### config.mk
export PLATFORM = sky130hd
export DESIGN_NAME = majority_window
export DESIGN_NICKNAME = d
export VERILOG_FILES = /design/src/rtl/majority_pkg.sv /design/src/rtl/majority_lane.sv /design/src/rtl/majority_window.sv
export SDC_FILE = /design/constraint.sdc
export NUM_CORES = 1
export LEC_CHECK = 0
export CAP_MARGIN = 20
export CORE_MARGIN = 8
export CORE_UTILIZATION = 32
export DETAILED_ROUTE_END_ITERATION = 16
export HOLD_SLACK_MARGIN = 0.02
export SETUP_SLACK_MARGIN = 0.15
export SLEW_MARGIN = 0
export SYNTH_ARGS = -nofsm -noshare
export SYNTH_HDL_FRONTEND = slang
export SYNTH_HIERARCHICAL = 1
export SYNTH_SLANG_ARGS = --single-unit
### constraint.sdc
create_clock -name clk -period 3.65 [get_ports clk]
set_input_delay 0.365 -clock clk [delete_from_list [all_inputs] [get_ports clk]]
set_output_delay 0.365 -clock clk [all_outputs]
set_load 0.005 [all_outputs]
### src/rtl/majority_pkg.sv
// Shared types and helpers for the majority_window block: the window fill state
// and the per-lane count width.
package majority_pkg;

  typedef enum logic [1:0] {
    EMPTY   = 2'd0,
    FILLING = 2'd1,
    FULL    = 2'd2
  } fill_state_e;

  function automatic int cnt_w(input int w);
    return $clog2(w + 1);
  endfunction

endpackage

### src/rtl/majority_lane.sv
// One channel of majority_window: a W-deep bit history, its running count of
// ones and the combinational majority/tie decision on the post-update window.
module majority_lane
  import majority_pkg::*;
#(
  parameter int W        = 5,
  parameter int CW       = cnt_w(W),
  parameter bit TIE_HIGH = 1'b0
) (
  input  logic          clk,
  input  logic          rst_n,
  input  logic          clr,
  input  logic          accept,
  input  logic          drop_oldest,
  input  logic          din,
  input  logic [CW-1:0] fill_upd,
  output logic          maj,
  output logic          tie
);

  logic [W-1:0]  hist;
  logic [W-1:0]  hist_upd;
  logic [CW-1:0] cnt;
  logic [CW-1:0] cnt_upd;
  logic [CW:0]   twice_cnt;
  logic [CW:0]   fill_ext;

  generate
    if (W == 1) begin : g_single
      assign hist_upd = din;
    end else begin : g_shift
      assign hist_upd = {hist[W-2:0], din};
    end
  endgenerate

  // hist[W-1] is the sample leaving the window, but only once the window is full.
  assign cnt_upd = cnt + CW'(din) - CW'(drop_oldest & hist[W-1]);

  always_ff @(posedge clk or negedge rst_n) begin
    if (!rst_n) begin
      hist <= '0;
      cnt  <= '0;
    end else if (clr) begin
      hist <= '0;
      cnt  <= '0;
    end else if (accept) begin
      hist <= hist_upd;
      cnt  <= cnt_upd;
    end
  end

  assign twice_cnt = {cnt_upd, 1'b0};
  assign fill_ext  = {1'b0, fill_upd};
  assign tie       = (twice_cnt == fill_ext);
  assign maj       = (twice_cnt > fill_ext) | (tie & TIE_HIGH);

endmodule

### src/rtl/majority_window.sv
// Per-channel sliding-window majority vote with valid/ready handshakes.
// Define MAJORITY_WINDOW_STATS_EN to add the saturating stat_ties counter port.
module majority_window
  import majority_pkg::*;
#(
  parameter int N        = 8,
  parameter int W        = 5,
  parameter int TIE_HIGH = 0
) (
  input  logic         clk,
  input  logic         rst_n,
  input  logic         clr,
  input  logic         in_valid,
  output logic         in_ready,
  input  logic [N-1:0] in_data,
  output logic         out_valid,
  input  logic         out_ready,
  output logic [N-1:0] out_maj,
  output logic [N-1:0] out_tie,
  output logic         out_full
`ifdef MAJORITY_WINDOW_STATS_EN
  ,
  output logic [15:0]  stat_ties
`endif
);

  localparam int CW = cnt_w(W);
  localparam logic [CW-1:0] FILL_LAST = CW'(W - 1);

  fill_state_e   state_q;
  fill_state_e   state_d;
  logic [CW-1:0] fill_q;
  logic [CW-1:0] fill_upd;
  logic          win_full;
  logic          accept;
  logic [N-1:0]  maj_d;
  logic [N-1:0]  tie_d;

  assign in_ready = (!out_valid | out_ready) & !clr;
  assign accept   = in_valid & in_ready;

  // Fill state and fill count only move on an accepted sample.
  always_ff @(posedge clk or negedge rst_n) begin
    if (!rst_n) begin
      state_q <= EMPTY;
      fill_q  <= '0;
    end else if (clr) begin
      state_q <= EMPTY;
      fill_q  <= '0;
    end else if (accept) begin
      state_q <= state_d;
      fill_q  <= fill_upd;
    end
  end

  always_comb begin
    state_d = state_q;
    case (state_q)
      EMPTY:   state_d = (W == 1) ? FULL : FILLING;
      FILLING: state_d = (fill_q == FILL_LAST) ? FULL : FILLING;
      FULL:    state_d = FULL;
      default: state_d = EMPTY;
    endcase
  end

  always_comb begin
    win_full = (state_q == FULL);
    fill_upd = win_full ? fill_q : fill_q + CW'(1);
  end

  for (genvar i = 0; i < N; i++) begin : g_lane
    majority_lane #(
      .W        (W),
      .CW       (CW),
      .TIE_HIGH (TIE_HIGH != 0)
    ) u_lane (
      .clk         (clk),
      .rst_n       (rst_n),
      .clr         (clr),
      .accept      (accept),
      .drop_oldest (win_full),
      .din         (in_data[i]),
      .fill_upd    (fill_upd),
      .maj         (maj_d[i]),
      .tie         (tie_d[i])
    );
  end

  // A new accept overwrites a result being handed off in the same cycle.
  always_ff @(posedge clk or negedge rst_n) begin
    if (!rst_n) begin
      out_valid <= 1'b0;
      out_maj   <= '0;
      out_tie   <= '0;
      out_full  <= 1'b0;
    end else if (clr) begin
      out_valid <= 1'b0;
      out_maj   <= '0;
      out_tie   <= '0;
      out_full  <= 1'b0;
    end else if (accept) begin
      out_valid <= 1'b1;
      out_maj   <= maj_d;
      out_tie   <= tie_d;
      out_full  <= (state_d == FULL);
    end else if (out_ready) begin
      out_valid <= 1'b0;
    end
  end

`ifdef MAJORITY_WINDOW_STATS_EN
  always_ff @(posedge clk or negedge rst_n) begin
    if (!rst_n) begin
      stat_ties <= '0;
    end else if (clr) begin
      stat_ties <= '0;
    end else if (accept && (|tie_d) && (stat_ties != 16'hFFFF)) begin
      stat_ties <= stat_ties + 16'd1;
    end
  end
`endif

endmodule

# Yosys cells after proc, flatten, opt, wreduce, memory -nomap -nowiden
# Cells that the tools add are included.
# totals
regBits,87
input_bits,13
word_cells,123
output_inout_bits,19
# op_classes
bitwise,11
eq_ne,12
muxes,48
n_addsub,17
magnitude_cmp,8
n_reduce_logical,5
# op_table
op,count
$mux 5,16
$mux 3,19
$eq 4x3->1,8
$gt 4x3->1,8
$mux 8,4
$add 3x1->3,8
$sub 3x3->3,8
$and 1x1->1,10
$mux 2,3
$pmux 2 s3,1
$mux 1,5
$eq 2x2->1 const B,2
$add 3x1->3 const B,1
$eq 3x3->1 const B,1
$reduce_bool 3->1,1
$eq 2x1->1 const B,1
$logic_not 1->1,2
$logic_not 2->1,1
$reduce_bool 2->1,1
$or 1x1->1,1

# Depth between registers and ports, before layout
# Gate-level depths: netlist of run 1.
# logic_depth
depth_word,6
depth_mapped,15
ltp_nobuf,14

# Modules after synthesis
# The synthesis of run 1 kept the hierarchy.
# modules_own_cells
module,area_per_inst_um2,n_inst,seq_area_each_um2,cells_each
majority_lane,478.0,8,200.2,47
majority_window,1151.1,1,575.6,121

# Worst setup path after synthesis of run 1
# Ideal clock, no wire load.
# synth_path
kind,reg2reg
startpoint,reg state_q[1]
endpoint,reg out_maj[7]
path_buffers,1
period_less_slack_ns,2.594
path_stages_with_launch,16
required_time_ns,3.572
setup_ns,0.078
arrival_time_ns,2.516
setup_slack_ns,1.056
path_cell_list,dfrtp_1 > nor2b_1 > buf_6 > and2_1 > ha_1 > inv_1 > ha_1 > inv_1 > fa_1 > inv_1 > ha_1 > nand2_1 > nor2_1 > o21bai_1 > nand3_1 > a21oi_1
# synth_via
elab_chain_cells,6
elab_cells_between_ends,7
classes_between,1 x add/sub; 1 x order compare; 1 x eq/ne; 3 x mux; 1 x bitwise
# synth_lines
element,line,source
from (decl),majority_window.sv:30,fill_state_e state_q;
from (signal assigned),majority_window.sv:51,state_q <= state_d;
$eq 2x2->1 (*),majority_window.sv:67,win_full = (state_q == FULL);
net win_full,majority_window.sv:34,logic win_full;
$and 1x1->1,majority_lane.sv:37,assign cnt_upd = cnt + CW'(din) - CW'(drop_oldest & hist[W-1]);
$sub 3x3->3,majority_lane.sv:37,
$gt 4x3->1 (*),majority_lane.sv:55,assign maj = (twice_cnt > fill_ext) | (tie & TIE_HIGH);
net maj_d[7],majority_window.sv:36,logic [N-1:0] maj_d;
$mux 8 (*),majority_window.sv:101,end else if (accept) begin
$mux 8 (*),majority_window.sv:96,end else if (clr) begin
to (signal assigned),majority_window.sv:103,out_maj <= maj_d;
to (decl),majority_window.sv:18,"output logic [N-1:0] out_maj,"
# Mark *: on every way through the listed nets, which the timed path passes. The rest lies on a longest branch. The select of a mux whose other input is x is not followed.
# A chain may end at the register's enable or synchronous reset.

# Worst setup path in the final report of run 1
# layout_path
startpoint,reg state_q[1]
endpoint,reg out_maj[6]
# layout_via
elab_chain_cells,6
elab_cells_between_ends,7
classes_between,1 x add/sub; 1 x order compare; 1 x eq/ne; 3 x mux; 1 x bitwise
# layout_lines
element,line
$eq 2x2->1 (*),majority_window.sv:67
$and 1x1->1,majority_lane.sv:37
$sub 3x3->3,majority_lane.sv:37
$gt 4x3->1 (*),majority_lane.sv:55
net maj_d[6],majority_window.sv:36
$mux 8 (*),majority_window.sv:101
$mux 8 (*),majority_window.sv:96
# Marks and branches as above.

==> run metrics, run 1 <==
Via density=between 4 and 5; placed cell area=~0.0055 sq mm; n_diodes=0; first-pass GRT wire length=roughly 18 mm; Slew Viols, Final=0; drt pass-1 iters=4; count of final setup violators=0; most frequent cells in the layout=dfrtp_1 (87), nor2_1 (76), mux2i_1 (57); worst-case reg-to-reg path depth=15; Finished Cell Area=about 0.0057 sq mm; Post-Route Setup TNS=0 ns; cells after synthesis=around 500; Critical Path RT=slightly below 4 ns; commonest non-fill, non-tap cell in the layout=dfrtp_1; Worst VDD drop=0.2597 mV; Slew headroom=0.4330; Seq cells post-synth=between 80 and 90; area grow syn2layout=15.44%; Synth warnings=6; pwr/cell area=approximately 380 mW/mm^2; cts hold-fix bufs=0; Post-Route Skew=between 0.007 and 0.008 ns; distinct cell type count after synthesis=34; Tmin final=between 2 and 3 ns; CTS tree=done; PnR worst setup slack=between 0.7 and 0.8 ns; Rows=45; Synth Cell Area=0.004975 sq mm; DRC=0; IO buf count=31; gr usage total=0.1097; initial antenna violation count=0; Critical Path Fanout Max=13; Detail Placement HPWL=6.771 mm; critical path capture point type=flip-flop; Clock Latency Late Sink=about 0.34 ns; share of layout cells above drive strength 1=0.08349; CTS max path bufs=2; Seq/Total Area, Yosys=0.4376; M2 GR Usage=0.1835; Hold Crit Class=in2async; clock slew at reported path FFs=0.06 ns; Top Usage Layer GRT=met2; die height=approximately 140 microns; CTS Sinks=just under 90; max cap viols=0; Final Util=0.3778; Final GP Congestion=approximately 0.74; Antenna Nets Post-Route=0; Core Region=about 0.015 sq mm; worst-margin pin slew=roughly 0.84 ns; 1st-iter DRT viols=about 170; Tcrit/Tclk final=0.7905; crit path launch type=flip-flop; Syn Nets=approximately 550; Die W=140.7 microns; Routed WL per cell=13.97 microns; GR Util met3=0.02127; Inserted Clock Buffers=9; total wire length=9.989 mm; Reg2Reg Setup Slack=between 0.7 and 0.8 ns; GR Overflow Total=0; Vias=3,445; die area=just under 0.02 sq mm; Total Nets Final=just under 600; Initial Utilization=0.3272; Peak Freq=between 300 and 400 MHz; H-tree depth=3; met1 Use GR=0.1338; RR Startpoint=state_q[1]; setup bufs post-CTS=0; Syn Area/Cell=around 10 sq um; IO Count=32; CTS resizes=0; Final Hold Viols=0; Leak=0.002730 uW; end of the worst register-to-register path=out_maj[6]; vias in the first global route=3,602; pre-CTS setup slack=between 0.7 and 0.8 ns; root buffer cell=clkbuf_16; status=completed; CP Class=reg2reg; Worst EP arrival=3.15 ns; RSZ-0062 raised after global routing=no; largest net degree at the start of global routing=65
registers in the layout, summed over array words and instances, names as in the netlist:
register / cells
fill_q: 3
g_lane.u_lane/cnt: 24
g_lane.u_lane/hist: 40
out_full: 1
out_maj: 8
out_tie: 8
out_valid: 1
state_q: 2
logic make-up after synthesis:
| group | Yosys count | share of synthesized area |
|---|---|---|
| muxes | 60 | 0.1215 |
| buffers and inverters | 80 | 0.06589 |
| adders and majority gates | 42 | 0.1177 |
| DFF | 87 | 0.4376 |
| xor gates and xnor gates | 18 | 0.04376 |
| AOI/OAI and AO/OA | 70 | 0.08224 |
| and+or+nand+nor | 140 | 0.1313 |
cell type report:
cell class	count	area, sq um
well taps	188	235.2
clock inverters	4	22.52
multi-input cells	330	2477
inverters	52	195.2
repair buffers	43	392.9
fillers	1493	9459
clock buffers	11	242.7
flip-flops and latches	87	2177
per-stage QoR:
stage	power [uW]	hold WS [ns]	cells
global placement	1366	0.4978	700
floorplan	1247	0.06941	497
CTS	2235	0.1681	715
finish	2195	0.1327	715
detailed placement	1379	0.5060	700
global route	2315	0.2023	715
synth_stat cells, drive strengths merged:
cell    instances  area [sq um]
nand2          12         45.04
ha             34         425.4
nor2b           3         21.27
mux2i          57         570.6
a211oi          1         7.510
nor4b           1         23.77
buf            14         78.83
and2            8         50.05
o221a           1         11.26
xor2           16         200.2
nand4b          1         8.760
a31o            8         70.07
mux2            3         33.78
a21oi          35         175.2
o21ai          17         85.08
nor3           10         61.31
xnor2           2         17.52
clkbuf         14         53.80
nand3          17         85.08
fa              8         160.2
nor2           77         289.0
or2             1         6.260
nand2b         10         62.56
inv            52         195.2
o21bai          8         60.06
dfrtp          87          2177
worst max path at each step:
stage	slack, ns	end	depth (start not counted)	start
after floorplan	1.06	out_maj[7]	15	state_q[1]
after detailed placement	0.76	out_maj[6]	15	state_q[1]
after global routing	0.54	out_maj[2]	15	state_q[1]
final	0.76	out_maj[6]	15	state_q[1]
after CTS	0.76	out_maj[6]	15	state_q[1]
after global placement	0.90	out_maj[6]	15	state_q[1]
routing by layer:
layer  routed length [microns]  share of wire  vias to the layer above
met5                         0              0                        -
met4                       200          0.020                        0
met3                       342          0.034                       12
met2                      4802           0.48                       49
met1                      4643           0.46                     1708
li1                          -              -                     1676
worst max-delay path, stage by stage, from the launching register on:
cell and delay [ns]:
dfrtp_1 0.40, nor2b_1 0.14, buf_4 0.20, and2_1 0.19, ha_1 0.28, inv_1 0.06, ha_1 0.13, inv_1 0.05
fa_1 0.47, inv_1 0.05, ha_1 0.29, nand2_1 0.08, nor2_1 0.05, o21bai_1 0.18, nand3_1 0.10, a21oi_1 0.13
power by group:
group,internal (uW),switching (uW),leakage [uW]
clock network,472,366,0.000131
logic,145,198,0.00140
registers,994,19.2,0.00120
total,1610,583,0.00273
Note: power is estimated with default switching activity, not from simulation.
==> inputs of run 2 (changes only) <==
==> constraint.sdc (replaced) <==
create_clock -name clk -period 2.7 [get_ports clk]
set_input_delay 0.27 -clock clk [delete_from_list [all_inputs] [get_ports clk]]
set_output_delay 0.27 -clock clk [all_outputs]
set_load 0.005 [all_outputs]
==> run 2 against run 1 <==
  * The flow now finishes with violations (setup timing)
  * Clock-buffer cell count unchanged
  * Wire length is 7.6% higher
  * Sequential share of layout area is 3.5 points lower
  * Design area grew 10%
  * Fmax increased by 6.8%
  * Sequential power rose by 36%
  * Worst setup slack worse by 0.77 ns
  * Combinational power rose by 73%
  * Power is 40% higher
  * Clock power up 32%
  * Critical path type unchanged
  * Largest power group unchanged
==> run metrics, run 2 (synthesis gave the netlist of run 1 again) <==
status=finished with violations (was completed); failing checks=setup timing; Worst VDD drop=0.3124 mV (was 0.2597 mV); Reg2Reg Setup Slack=-0.002 ns (was 0.76 ns); critical path capture point type=flip-flop (unchanged); Antenna Nets Post-Route=0 (unchanged); CP Class=reg2reg (unchanged); n_diodes=0 (unchanged); DRC=0 (unchanged); Peak Freq=370.1 MHz (was 346.6 MHz); share of layout cells above drive strength 1=0.2546 (was 0.08349); CTS max path bufs=2 (unchanged); area grow syn2layout=27.21% (was 15.44%); count of final setup violators=1 (was 0); Vias=3,505 (was 3,445); Total Nets Final=591 (was 578); worst-case reg-to-reg path depth=14 (was 15); RSZ-0062 raised after global routing=yes (was no); placed cell area=0.005623 sq mm (was 0.005478 sq mm); Critical Path RT=2.96 ns (was 3.91 ns); Initial Utilization=0.3272 (unchanged); Critical Path Fanout Max=5 (was 13); total wire length=10.75 mm (was 9.989 mm); Slew headroom=0.4655 (was 0.4330); Worst Hold Slack=0.4167 ns (was 0.1327 ns); Rows=45 (unchanged); IO buf count=31 (unchanged); pwr/cell area=485.9 mW/mm^2 (was 382.1 mW/mm^2); Worst EP arrival=2.96 ns (was 3.15 ns); CTS tree=done (unchanged); IO Count=32 (unchanged); commonest non-fill, non-tap cell in the layout=dfrtp_1 (unchanged); Detail Placement HPWL=6.886 mm (was 6.771 mm); PnR worst setup slack=-0.001952 ns (was 0.7646 ns); Via density=4.828 (was 4.818); worst-margin pin slew=0.7978 ns (was 0.8445 ns); Hold Crit Class=in2async (unchanged); clock slew at reported path FFs=0.06 ns (about the same); crit path launch type=flip-flop (unchanged); Routed WL per cell=14.80 microns (was 13.97 microns); Tcrit/Tclk final=1.001 (was 0.7905); CTS Sinks=87 (unchanged); 1st-iter DRT viols=169 (was 167); initial antenna violation count=0 (unchanged); Post-Route Skew=0.008205 ns (was 0.007118 ns); Finished Cell Area=0.006329 sq mm (was 0.005743 sq mm); largest net degree at the start of global routing=97 (was 65); Die W=140.7 microns (unchanged); Inserted Clock Buffers=9 (unchanged); Post-Route Setup TNS=-0.001952 ns (was 0 ns); Core Region=0.01520 sq mm (unchanged); max cap viols=0 (unchanged); Leak=0.002798 uW (was 0.002730 uW); most frequent cells in the layout=dfrtp_1 (86), nor2_1 (74), mux2i_1 (57) (was dfrtp_1 (87), nor2_1 (76), mux2i_1 (57)); Power Total=3075 uW (was 2195 uW); die height=140.7 microns (unchanged); Final GP Congestion=0.7758 (was 0.7398); root buffer cell=clkbuf_16 (unchanged); Tmin final=2.702 ns (was 2.885 ns); drt pass-1 iters=4 (unchanged); GR Overflow Total=0 (unchanged); Slew Viols, Final=0 (unchanged); vias in the first global route=3,664 (was 3,602); max reg flops=40 (unchanged); Regs by FF count=g_lane.u_lane/hist: 40 flops, g_lane.u_lane/cnt: 24 flops (unchanged); Clock Latency Late Sink=0.34 ns (about the same); die area=0.01979 sq mm (unchanged); gr usage total=0.1122 (was 0.1097); H-tree depth=3 (unchanged); first-pass GRT wire length=17.97 mm (was 17.55 mm); Final Hold Viols=0 (unchanged); Most flops, register=g_lane.u_lane/hist (unchanged)
run 2: per-layer routing:
metal	global-route usage	part of all wire
met1	0.1361	0.45
met2	0.1901	0.50
met3	0.03005	0.041
met4	0.03507	0.010
met5	0	0
run 2: where the power goes:
| group | switching (uW) | internal (uW) |
|---|---|---|
| Sequential | 28.2 | 1340 |
| Combinational | 328 | 268 |
| Clock | 478 | 630 |
| Total | 834 | 2240 |
run 2: cell type report:
cell class / count / area [sq um]
sequential: 87 / 2178
timing repair buffer: 55 / 523.0
fill: 1435 / 8874
tap: 188 / 235.2
multi-input combinational: 331 / 2937
clock inverter: 2 / 10.01
inverter: 52 / 202.7
clock buffer: 11 / 242.7
run 2: what timing repair did:
action | 4_1_cts | 5_1_grt
hold buffers | 1 | 0
setup buffers | 3 | 2
endpoints found under the hold margin | 28 | 0
gates resized for setup | 48 | 38
endpoints found under the setup margin | 16 | 16
cloned | 1 | 0
pin swaps | 38 | 33
run 2: path summary, 6_finish.rpt:
path,to,from
min,g_lane[6].u_lane/hist[1],rst_n
min in group clk,g_lane[7].u_lane/cnt[1],clr
min reg2reg,g_lane[0].u_lane/hist[1],g_lane[0].u_lane/hist[1]
max reg2reg,out_maj[3],state_q[0]
max,out_maj[3],state_q[0]
max in group asynchronous,state_q[0],rst_n
run 2: stage by stage:
step / util / setup WS [ns] / std cells
CTS: 0.4041 / 0.05256 / 724
global route: 0.4163 / -0.1014 / 726
floorplan: - / 0.1321 / 497
detailed placement: 0.3699 / -0.04556 / 706
finish: 0.4163 / -0.001952 / 726
global placement: 0.3699 / 0.04540 / 706
run 2: critical path, cell delays in order (launching register included):
cell      delay (ns)
dfrtp_2         0.45
nor2b_4         0.24
and2_4          0.19
ha_4            0.20
inv_4           0.05
ha_4            0.11
inv_2           0.03
fa_1            0.51
inv_2           0.06
ha_4            0.24
nand2_4         0.07
nor2_4          0.03
o21bai_1        0.19
nand3_1         0.10
a21oi_1         0.14
==> patch, RTL diff (settings of run 2) <==
`TIE_HIGH` is set to 0 in 2 places; all go to 1.
--- a/src/rtl/majority_lane.sv
+++ b/src/rtl/majority_lane.sv
@@ -6,5 +6,5 @@
   parameter int W        = 5,
   parameter int CW       = cnt_w(W),
-  parameter bit TIE_HIGH = 1'b0
+  parameter bit TIE_HIGH = 1'b1
 ) (
   input  logic          clk,
--- a/src/rtl/majority_window.sv
+++ b/src/rtl/majority_window.sv
@@ -6,5 +6,5 @@
   parameter int N        = 8,
   parameter int W        = 5,
-  parameter int TIE_HIGH = 0
+  parameter int TIE_HIGH = 1
 ) (
   input  logic         clk,
Behaviour: not the same (a bounded check fails within 4 cycles, from zero or initial values and one cycle with rst_n low).
==> patch against run 2 <==
- synthesized area is the same
- design area grew 2.1%
- sequential cell count did not move
- global-route usage grew 0.62 points
- non-clock buffer count is 5 higher
- critical path depth fell by 1
- clock power up 30%
- sequential share of layout area is 0.72 points lower
- setup slack better by 160 ps
- total power increased by 9.6%
- wire length up 4.9%
- final cell count down 0.14%
- largest cell class unchanged
==> patch: results (changes against run 2) <==
Hold path
* **Hold Crit Endpoint** g_lane[6].u_lane/hist[2]
* **Worst Min Path Start** clr
* **Hold/Removal Path Class** primary input to register, was primary input to async pin
* **depth of the worst hold-timing path** 2

Finish
* **Final nets** 587, was 591
* **number of fillers in the final layout** 1452, was 1435
* **n_diodes** 0, unchanged
* **Final Instance Count excl. Fillers** 725, was 726
* **fraction of final layout cells with drive strength greater than 1** 0.291, was 0.255

Power
* **maximum vdd ir drop** 0.319 mV, was 0.312 mV
* **leak pwr** 0.00281 µW, was 0.00280 µW

Logic synthesis
* **dominant synthesized flop cell** dfrtp_1, unchanged
* **gate count of the mapped netlist** 489, was 497
* **biggest area contributors in the synthesized netlist** dfrtp_1 44%, mux2i_1 11%, ha_1 8.6%, unchanged
* **sequential area share after synthesis** 0.438, unchanged
* **Compound-Gate Fraction of Synth Area** 0.0702, was 0.0822
* **net count after synthesis** 544, was 552
* **top cells by instance count after synthesis** 87 x dfrtp_1, 69 x nor2_1, 57 x mux2i_1, 51 x inv_1, 34 x ha_1, was 87 x dfrtp_1, 77 x nor2_1, 57 x mux2i_1, 51 x inv_1, 35 x a21oi_1
* **share of synthesized flip-flops with an asynchronous set or reset** 1.00, unchanged
* **number of distinct library cells after synthesis** 34, unchanged

Setup path
* **worst setup slack for register-to-register paths** 160 ps, was -2 ps
* **arrival time of data at the critical path endpoint** 2820 ps, was 2960 ps
* **Worst path max stage delay** 530 ps, was 510 ps
* **worst reg-to-reg path cell count** 13, was 14
* **maximum fanout count along the critical path** 6, was 5
* **library cell contributing the largest single delay on the critical path** fa_2, was fa_1
* **Setup crit end** out_tie[6], was out_maj[3]

Global routing
* **first-pass GRT wire length** 18600 µm, was 18000 µm
* **pin count of the biggest net entering global routing** 57, was 97
* **global-route usage over all layers** 0.118, was 0.112
* **vias in the first global route** 3687, was 3664

Placed design
* **RD Place Congestion** 0.768, was 0.776
* **placed cell count** 697, was 706
* **hpwl dp** 7340 µm, was 6890 µm

Timing
* **measured slew at the worst slew-check pin** 563 ps, was 798 ps
* **worst-case clock skew** 4.82 ps, was 8.20 ps

Routing
* **via density per instance** 4.88, was 4.83
* **First DRT Iteration DRCs** 149, was 169
* **First-pass DRT Iterations** 4, unchanged
* **overall routed net length** 11300 µm, was 10700 µm

Outcome
* **outcome** finished clean, was finished with violations

Clocking
* **clock-pin slew reported for the worst setup and hold paths after clock tree synthesis** 60 ps, about the same
* **cell at the root of the clock tree** clkbuf_16, unchanged

==> patch: cell count changes in the layout (fill, tap and decap cells not counted), moves of 6 or more <==
| cell | delta |
|---|---|
| a21oi_1 | -11 |
| a31o_1 | -8 |
| a31o_2 | +8 |
| nand3_1 | -7 |
| nand3_2 | +7 |
| nand3b_1 | +8 |
| nor2_1 | -6 |
| nor2b_1 | +8 |
| nor3_2 | -6 |
| o21bai_1 | -8 |
| xor2_1 | -7 |
==> patch: repair_timing <==
| action | in CTS | in global routing |
|---|---|---|
| setup endpoints to repair | 15 | 16 |
| endpoints found under the hold margin | 39 | 0 |
| hold buffers | 1 | 0 |
| pin swaps | 17 | 37 |
| resized for setup | 35 | 71 |
| buffers inserted | 5 | 6 |
==> patch: per-stage QoR <==
stage	power [µW]	instance area (µm²)	util	hold slack [ps]	setup WS (ps)
6_report	3370	6460	0.425	334	160
5_1_grt	3530	6460	0.425	349	62.5
4_1_cts	3350	6100	0.401	329	138
3_5_place_dp	1860	5550	0.365	301	75.9
3_3_place_gp	1850	5550	0.365	299	139
2_1_floorplan	1670	4970	-	-25.6	234
==> patch: power by group <==
group | internal (µW) | switching (µW)
sequential | 1340 | 29.6
combinational | 264 | 294
clock | 931 | 508
total | 2540 | 832
==> patch: metal layers <==
| metal | up-vias | GRT usage | wire length, µm |
|---|---|---|---|
| li1 | 1697 | - | - |
| met1 | 1782 | 0.143 | 5240 |
| met2 | 42 | 0.196 | 5500 |
| met3 | 14 | 0.0351 | 365 |
| met4 | 0 | 0.0424 | 173 |
| met5 | - | 0 | 0 |
==> patch: layout make-up <==
cell class              instances  area share
multi-input cells             322       0.455
flip-flops and latches         87       0.337
repair buffers                 60      0.0879
clock buffers                  13      0.0387
well taps                     188      0.0364
inverters                      52      0.0306
clock inverters                 3      0.0139
